$ cat src/rtl/adder_test_pkg.sv
// Shared types, widths and the golden-sum reference for the adder test sequencer.
package adder_test_pkg;

    typedef enum logic [1:0] {
        IDLE  = 2'd0,
        RUN   = 2'd1,
        DRAIN = 2'd2,
        DONE  = 2'd3
    } state_e;

    // Default operand width and the widths derived from it.
    localparam int DEF_WIDTH = 4;
    localparam int IDX_W     = 2 * DEF_WIDTH + 1;
    localparam int CNT_W     = 2 * DEF_WIDTH + 2;

    // Widest operand the golden-sum helper accepts.
    localparam int MAX_WIDTH = 16;

    // Pattern index / failure counter widths for an arbitrary operand width.
    function automatic int idx_width(input int width);
        return 2 * width + 1;
    endfunction

    function automatic int cnt_width(input int width);
        return 2 * width + 2;
    endfunction

    // Reference sum a + b + cin, one bit wider than the operands.
    function automatic logic [MAX_WIDTH:0] golden_sum(input logic [MAX_WIDTH-1:0] a,
                                                      input logic [MAX_WIDTH-1:0] b,
                                                      input logic             cin);
        return {1'b0, a} + {1'b0, b} + {{MAX_WIDTH{1'b0}}, cin};
    endfunction

endpackage

$ cat src/rtl/adder_trojan_test_sequencer_if.sv
// Operand/response bus between the test sequencer and the adder under test.
interface adder_trojan_test_sequencer_if #(
    parameter int WIDTH = 4
);
    logic [WIDTH-1:0] dut_a;
    logic [WIDTH-1:0] dut_b;
    logic             dut_cin;
    logic [WIDTH-1:0] dut_sum;
    logic             dut_cout;

    // The sequencer drives operands and samples the response.
    modport master (output dut_a, output dut_b, output dut_cin,
                    input  dut_sum, input dut_cout);

    // The adder under test consumes operands and returns the response.
    modport slave  (input  dut_a, input dut_b, input dut_cin,
                    output dut_sum, output dut_cout);
endinterface

$ cat src/rtl/adder_resp_delay.sv
// DEPTH-deep valid+pattern shift register aligning driven patterns with responses.
module adder_resp_delay #(
    parameter int DEPTH = 1,
    parameter int DW    = 9
) (
    input  logic          clk,
    input  logic          rst_n,
    input  logic          flush,
    input  logic          in_valid,
    input  logic [DW-1:0] in_data,
    output logic          out_valid,
    output logic [DW-1:0] out_data
);
    logic [DEPTH-1:0]         valid_q, valid_d;
    logic [DEPTH-1:0][DW-1:0] data_q,  data_d;

    // Shift one stage per cycle; a flush drops every in-flight valid bit.
    always_comb begin
        // NOTE: every signal assigned here gets a default first so no latch is inferred.
        valid_d = valid_q;
        data_d  = data_q;
        for (int i = DEPTH - 1; i > 0; i--) begin
            valid_d[i] = valid_q[i-1];
            data_d[i]  = data_q[i-1];
        end
        valid_d[0] = in_valid;
        data_d[0]  = in_data;
        if (flush) begin
            valid_d = '0;
        end
    end

    // Stage registers with synchronous active-low reset.
    always_ff @(posedge clk) begin
        if (!rst_n) begin
            // NOTE: the pattern storage is cleared too, so a reset leaves no stale vector behind.
            valid_q <= '0;
            data_q  <= '0;
        end else begin
            // NOTE: state uses non-blocking assignment so all stages update from pre-edge values.
            valid_q <= valid_d;
            data_q  <= data_d;
        end
    end

    assign out_valid = valid_q[DEPTH-1];
    assign out_data  = data_q[DEPTH-1];
endmodule

$ cat src/rtl/adder_trojan_test_sequencer.sv
// Exhaustive stimulus/compare sequencer for an external ripple-carry adder.
module adder_trojan_test_sequencer
    import adder_test_pkg::*;
#(
    parameter int WIDTH    = DEF_WIDTH,  // at most MAX_WIDTH
    parameter int RESP_LAT = 1           // 1..8
) (
    input  logic                         clk,
    input  logic                         rst_n,
    input  logic                         start,
    input  logic                         abort,
    adder_trojan_test_sequencer_if.master bus,
    output logic                         busy,
    output logic                         done,
    output logic                         pass,
    output logic [2*WIDTH+1:0]           fail_count,
    output logic [2*WIDTH:0]             first_fail_vec,
    output logic                         first_fail_valid
);
    localparam int IW = idx_width(WIDTH);
    localparam int CW = cnt_width(WIDTH);

    state_e            state_q, state_d;
    logic [IW-1:0]     idx_q, idx_d;
    logic [WIDTH-1:0]  a_q, a_d, b_q, b_d;
    logic              cin_q, cin_d;
    logic [2:0]        drain_q, drain_d;
    logic              done_q, done_d, pass_q, pass_d;
    logic [CW-1:0]     fail_q, fail_d;
    logic [IW-1:0]     ffv_q, ffv_d;
    logic              ffvalid_q, ffvalid_d;

    logic              push, flush;
    logic              dly_valid;
    logic [IW-1:0]     dly_vec;
    logic [WIDTH:0]    golden;

    adder_resp_delay #(.DEPTH(RESP_LAT), .DW(IW)) u_delay (
        .clk      (clk),
        .rst_n    (rst_n),
        .flush    (flush),
        .in_valid (push),
        .in_data  (idx_q),
        .out_valid(dly_valid),
        .out_data (dly_vec)
    );

    // Golden sum of the pattern whose response is arriving this cycle.
    assign golden = (WIDTH+1)'(golden_sum(MAX_WIDTH'(dly_vec[2*WIDTH:WIDTH+1]),
                                          MAX_WIDTH'(dly_vec[WIDTH:1]),
                                          dly_vec[0]));

    // Next-state, operand drive and result bookkeeping.
    always_comb begin
        state_d   = state_q;
        idx_d     = idx_q;
        a_d       = a_q;
        b_d       = b_q;
        cin_d     = cin_q;
        drain_d   = drain_q;
        done_d    = 1'b0;
        pass_d    = pass_q;
        fail_d    = fail_q;
        ffv_d     = ffv_q;
        ffvalid_d = ffvalid_q;
        push      = 1'b0;
        flush     = 1'b0;

        if (dly_valid && (golden != {bus.dut_cout, bus.dut_sum})) begin
            fail_d = fail_q + CW'(1);
            if (!ffvalid_q) begin
                ffv_d     = dly_vec;
                ffvalid_d = 1'b1;
            end
        end

        case (state_q)
            IDLE: begin
                {a_d, b_d, cin_d} = '0;
                if (start && !abort) begin
                    fail_d    = '0;
                    ffv_d     = '0;
                    ffvalid_d = 1'b0;
                    pass_d    = 1'b0;
                    idx_d     = '0;
                    state_d   = RUN;
                end
            end
            RUN: begin
                if (abort) begin
                    {a_d, b_d, cin_d} = '0;
                    flush   = 1'b1;
                    state_d = IDLE;
                end else begin
                    {a_d, b_d, cin_d} = idx_q;
                    push = 1'b1;
                    if (idx_q == '1) begin
                        drain_d = '0;
                        state_d = DRAIN;
                    end else begin
                        idx_d = idx_q + IW'(1);
                    end
                end
            end
            DRAIN: begin
                if (abort) begin
                    {a_d, b_d, cin_d} = '0;
                    flush   = 1'b1;
                    state_d = IDLE;
                end else if (drain_q == 3'(RESP_LAT - 1)) begin
                    done_d  = 1'b1;
                    pass_d  = (fail_d == '0);
                    state_d = DONE;
                end else begin
                    drain_d = drain_q + 3'd1;
                end
            end
            DONE: begin
                {a_d, b_d, cin_d} = '0;
                state_d = IDLE;
            end
            default: state_d = IDLE;
        endcase
    end

    // State and output registers with synchronous active-low reset.
    always_ff @(posedge clk) begin
        if (!rst_n) begin
            state_q   <= IDLE;
            idx_q     <= '0;
            a_q       <= '0;
            b_q       <= '0;
            cin_q     <= 1'b0;
            drain_q   <= '0;
            done_q    <= 1'b0;
            pass_q    <= 1'b0;
            fail_q    <= '0;
            ffv_q     <= '0;
            ffvalid_q <= 1'b0;
        end else begin
            state_q   <= state_d;
            idx_q     <= idx_d;
            a_q       <= a_d;
            b_q       <= b_d;
            cin_q     <= cin_d;
            drain_q   <= drain_d;
            done_q    <= done_d;
            pass_q    <= pass_d;
            fail_q    <= fail_d;
            ffv_q     <= ffv_d;
            ffvalid_q <= ffvalid_d;
        end
    end

    assign bus.dut_a        = a_q;
    assign bus.dut_b        = b_q;
    assign bus.dut_cin      = cin_q;
    assign busy             = (state_q == RUN) || (state_q == DRAIN);
    assign done             = done_q;
    assign pass             = pass_q;
    assign fail_count       = fail_q;
    assign first_fail_vec   = ffv_q;
    assign first_fail_valid = ffvalid_q;
endmodule
$ cat src/flat_wrapper.sv
// flat-port wrapper written by rule: the top's interface ports become plain ports
module adder_trojan_test_sequencer_flat import adder_test_pkg::*;
#(
    parameter int WIDTH    = DEF_WIDTH,                      
    parameter int RESP_LAT = 1                  
)
  (clk, rst_n, start, abort, busy, done, pass, fail_count, first_fail_vec, first_fail_valid, bus_dut_a, bus_dut_b, bus_dut_cin, bus_dut_sum, bus_dut_cout);
  adder_trojan_test_sequencer_if #(.WIDTH(WIDTH)) bus_i ();
  input  logic clk;
  input  logic rst_n;
  input  logic start;
  input  logic abort;
  output logic busy;
  output logic done;
  output logic pass;
  output logic [2*WIDTH+1:0] fail_count;
  output logic [2*WIDTH:0] first_fail_vec;
  output logic first_fail_valid;
  output wire logic [$bits(bus_i.dut_a)-1:0] bus_dut_a;
  output wire logic [$bits(bus_i.dut_b)-1:0] bus_dut_b;
  output wire logic [$bits(bus_i.dut_cin)-1:0] bus_dut_cin;
  input wire logic [$bits(bus_i.dut_sum)-1:0] bus_dut_sum;
  input wire logic [$bits(bus_i.dut_cout)-1:0] bus_dut_cout;
  assign bus_dut_a = bus_i.dut_a;
  assign bus_dut_b = bus_i.dut_b;
  assign bus_dut_cin = bus_i.dut_cin;
  assign bus_i.dut_sum = bus_dut_sum;
  assign bus_i.dut_cout = bus_dut_cout;
  adder_trojan_test_sequencer #(.WIDTH(WIDTH), .RESP_LAT(RESP_LAT)) u_core (.clk(clk), .rst_n(rst_n), .start(start), .abort(abort), .bus(bus_i), .busy(busy), .done(done), .pass(pass), .fail_count(fail_count), .first_fail_vec(first_fail_vec), .first_fail_valid(first_fail_valid));
endmodule
$ cat config.mk
export PLATFORM = sky130hd
export DESIGN_NAME = adder_trojan_test_sequencer_flat
export DESIGN_NICKNAME = d
export VERILOG_FILES = /design/src/rtl/adder_test_pkg.sv /design/src/rtl/adder_trojan_test_sequencer_if.sv /design/src/rtl/adder_resp_delay.sv /design/src/rtl/adder_trojan_test_sequencer.sv /design/src/flat_wrapper.sv
export SDC_FILE = /design/constraint.sdc
export NUM_CORES = 1
export LEC_CHECK = 0
export BUFFER_PORTS_ARGS = -buffer_cell sky130_fd_sc_hd__buf_2
export CORE_UTILIZATION = 48
export CTS_CLUSTER_SIZE = 28
export DETAILED_ROUTE_END_ITERATION = 7
export GPL_TIMING_DRIVEN = 0
export PLACE_DENSITY = 0.69
export RECOVER_POWER = 100
export SLEW_MARGIN = 10
export SYNTH_ARGS = -nofsm -noshare
export SYNTH_HDL_FRONTEND = slang
export SYNTH_SLANG_ARGS = --single-unit
$ cat constraint.sdc
create_clock -name clk -period 4.8 [get_ports clk]
set_input_delay 0.48 -clock clk [delete_from_list [all_inputs] [get_ports clk]]
set_output_delay 0.48 -clock clk [all_outputs]
set_load 0.005 [all_outputs]
==> impl_results.md <==
- Max stage delay on crit path: 0.58 ns
- Fin area: 2928 sq um
- Critical Path, Cell by Cell: inv_1 -> fa_1 -> inv_1 -> fa_1 -> xnor2_1 -> nand2_1 -> or4_1 -> o21a_1 -> nand2b_1 -> clkbuf_1 -> mux2i_1 -> nor2_1
- Antenna-violating nets left: 0
- Routed length per instance: 11.51 um
- Sequential power share: 0.569
- FF-to-FF setup slack: 1.43 ns
- CTS tree: built
- Routed vias: 2035
- Post-Syn Instances: 295
- Placed Cells: 405
- Drt pass-1 iters: 4
- Critical path endpoint category: flip-flop
- Overall routed net length: 4752 um
- DRC: 0
- Initial antenna violation count: 0
- Leak Pwr: 1.255 nW
- WP buf/inv: 3
- Share of flip-flops with an asynchronous set or reset: 0
- Setup_tns: 0 ns
- WHS Endpoint: u_core.u_delay.out_valid$_SDFF_PP0_
- Placed inst area: 2870 sq um
- Number of synthesized flops with an enable pin: 0
- Gate power share: 0.122
- First-pass GRT wire length: 7755 um
- Hold Buf Count CTS: 0
- Core area: 5140 sq um
- Peak VDD IR: 0.0002014 V
- Port Buffers: 40
- Reg2Reg Depth: 12
- Final max-slew violation count: 0
- Post-synthesis instance area: 2582 sq um
- CP max-delay cell: or4_1
- RR Startpoint: u_core.u_delay.out_data[0]$_SDFF_PN0_
- Fmax: 296.7 MHz
- Worst Clk Skew: 0.01288 ns
- Worst EP required: 4.98 ns
- Slew HR: 0.3695
- Starting density of the core: 0.5024
- Syn nets: 317
- Worst skew pair latency: 0.31 ns
- Vias in the first global route: 1822
- RSZ-0062 raised after global routing: no
- Remaining global-route overflow: 0
- Top_reg_cell synth: dfxtp_1
- Fin nets: 364
- CTS sink cnt: 55
- Register area share after synthesis: 0.4264
- Pin count of the biggest net entering global routing: 18
- Clock period minus worst slack: 3.371 ns
- Most frequent cell after synthesis: nor2_1
- Top-area cell type share of the netlist area: 0.4264
- RePlAce Congestion: 0.8015
- Avg Cell Area, Syn: 8.754 sq um
- Detailed placer's ending HPWL: 3584 um
- Worst-path clk slew: 0.11 ns
- Clk root buf: clkbuf_8
- Worst-margin pin slew: 0.9219 ns
- Met3 Wirelength: 168 um
- Area Growth Syn to Fin: 13.37%
- CTS H-tree lvls: 2
- Synth area leader: dfxtp_1
- Internal power: 0.6081 mW
- DIE WIDTH: 75.35 um
- # IOs: 41
- Die ar.: 5678 sq um
- Final cycle utilization of the critical path: 0.7022
- Pwr Density: 282.2 nW/um^2
- Count of cell types in the netlist: 43
- Status: complete, no violations
- Sw Pwr: 0.2182 mW
- HP Class: in -> reg
- Flops & latches, synth: 55
- Post-Layout Cell Count: 413
- Post-CTS Setup Bufs: 0
- Delay-heaviest family, CP: adder cells
- CP Class: reg -> reg
- DRT iter0 DRCs: 64
- Worst Path Max Fanout: 9
- Num CTS Buffers: 5
- Power share of the clock group: 0.309
- Syn. warnings: 0
- N_diodes: 0
- Highest metal used: met4
- Die Span Y: 75.35 um
- Vias per cell: 4.927
- Number of gates resized after CTS: 0
- Max-cap check violation count: 0
- Hold path cells: 4
- Final Hold Fails: 0
- Arr. time, crit path: 3.55 ns
- Post-synth top cells: 56 x nor2_1, 55 x dfxtp_1, 21 x nand2_1
- HP Start: abort
- Routed wl met2: 2197 um
- Share of cells above drive strength 1: 0.09621
- Switching part of the total: 0.2641
- Post-Route M1 WL: 2363 um
- Num rows: 26
- GRT Total Usage: 0.1764
- CP Launch Type: flip-flop
- Worst r2r dst: u_core.first_fail_vec[1]$_SDFF_PN0_
- Top cells by area, synth: dfxtp_1 43%, nor2_1 8.1%, ha_1 5.3%
- Max Root-Sink Buffers: 2
- # setup viols final: 0
layer usage:
metal	track usage	vias up
met2	0.2996	31
met1	0.2268	920
met5	0	-
li1	-	1082
met3	0.04101	2
met4	0.04527	0
power groups by stage:
| stage | Combinational [mW] | Clock [mW] | Sequential (mW) |
|---|---|---|---|
| CTS | 0.104 | 0.263 | 0.470 |
| floorplan | 0.0784 | 0 | 0.479 |
| detailed placement | 0.103 | 0 | 0.481 |
| global placement | 0.101 | 0 | 0.481 |
| global route | 0.114 | 0.282 | 0.472 |
| finish | 0.101 | 0.255 | 0.470 |
state kept, by name, summed over array words and instances, names as in the netlist, 2 cells and up:
name,flops
u_core.idx_q,9
u_core.state_q,2
u_core.bus.dut_b,4
u_core.first_fail_vec,9
u_core.fail_count,10
u_core.u_delay.out_data,9
u_core.bus.dut_a,4
u_core.drain_q,3
layout by cell type (no fill, tap or decap), types with 2 or more instances in the layout:
cell / n
nor2_1: 56
dfxtp_1: 55
clkbuf_1: 28
buf_2: 22
nand2_1: 21
a21oi_1: 15
xor2_1: 14
mux2i_1: 12
inv_1: 11
ha_1: 11
o21ai_0: 10
xnor2_1: 8
nand4_1: 7
and2_0: 7
nand2b_1: 6
nor2b_1: 6
and2_1: 5
clkbuf_8: 5
nand3_1: 4
nand3b_1: 4
and3_1: 4
or3_1: 3
nor3_1: 3
a22o_1: 2
fa_1: 2
clkinv_2: 2
stage by stage:
stage | util | worst slack, ns | total power, mW | hold WS [ns]
3_3_place_gp | 0.5584 | 1.625 | 0.5821 | 0.4667
4_1_cts | 0.5755 | 1.589 | 0.8370 | 0.4629
3_5_place_dp | 0.5584 | 1.617 | 0.5841 | 0.4711
5_1_grt | 0.5696 | 1.137 | 0.8670 | 0.4858
6_report | 0.5696 | 1.429 | 0.8263 | 0.4729
2_1_floorplan | - | 1.793 | 0.5578 | 0.4573
kinds of logic after synthesis:
family / after synthesis / share of synthesized area
AND/OR/NAND/NOR: 130 / 0.2437
flip-flops: 55 / 0.4264
AO/OA/AOI/OAI: 38 / 0.09206
XOR/XNOR: 23 / 0.08091
buffers and inverters: 22 / 0.03295
multiplexers: 14 / 0.05523
adder cells (fa/ha/maj): 13 / 0.06880
tightest hold or removal path, cell delays in order:
cell and delay (ns):
buf_2 0.09, nor2b_1 0.04, nand2_1 0.09, inv_1 0.04
cell type report:
type | count | area, sq um
tap | 70 | 87.58
inverter | 11 | 41.29
sequential | 55 | 1101
buffer | 11 | 41.29
multi-input combinational | 218 | 1391
timing repair buffer | 40 | 177.7
clock buffer | 5 | 68.82
clock inverter | 3 | 18.77
fill | 517 | 2212
worst max-delay path by stage:
stage | startpoint | endpoint | slack [ns] | cells past startpoint
after floorplan | u_core.u_delay.out_data[0]$_SDFF_PN0_ | u_core.pass$_SDFFE_PN0P_ | 1.79 | 12
after global placement | u_core.u_delay.out_data[0]$_SDFF_PN0_ | u_core.pass$_SDFFE_PN0P_ | 1.62 | 12
final | u_core.u_delay.out_data[0]$_SDFF_PN0_ | u_core.first_fail_vec[1]$_SDFF_PN0_ | 1.43 | 12
after global routing | u_core.u_delay.out_data[1]$_SDFF_PN0_ | u_core.pass$_SDFFE_PN0P_ | 1.14 | 11
after CTS | u_core.u_delay.out_data[0]$_SDFF_PN0_ | u_core.pass$_SDFFE_PN0P_ | 1.59 | 12
after detailed placement | u_core.u_delay.out_data[0]$_SDFF_PN0_ | u_core.pass$_SDFFE_PN0P_ | 1.62 | 12
(Power assumes the default switching activity.)
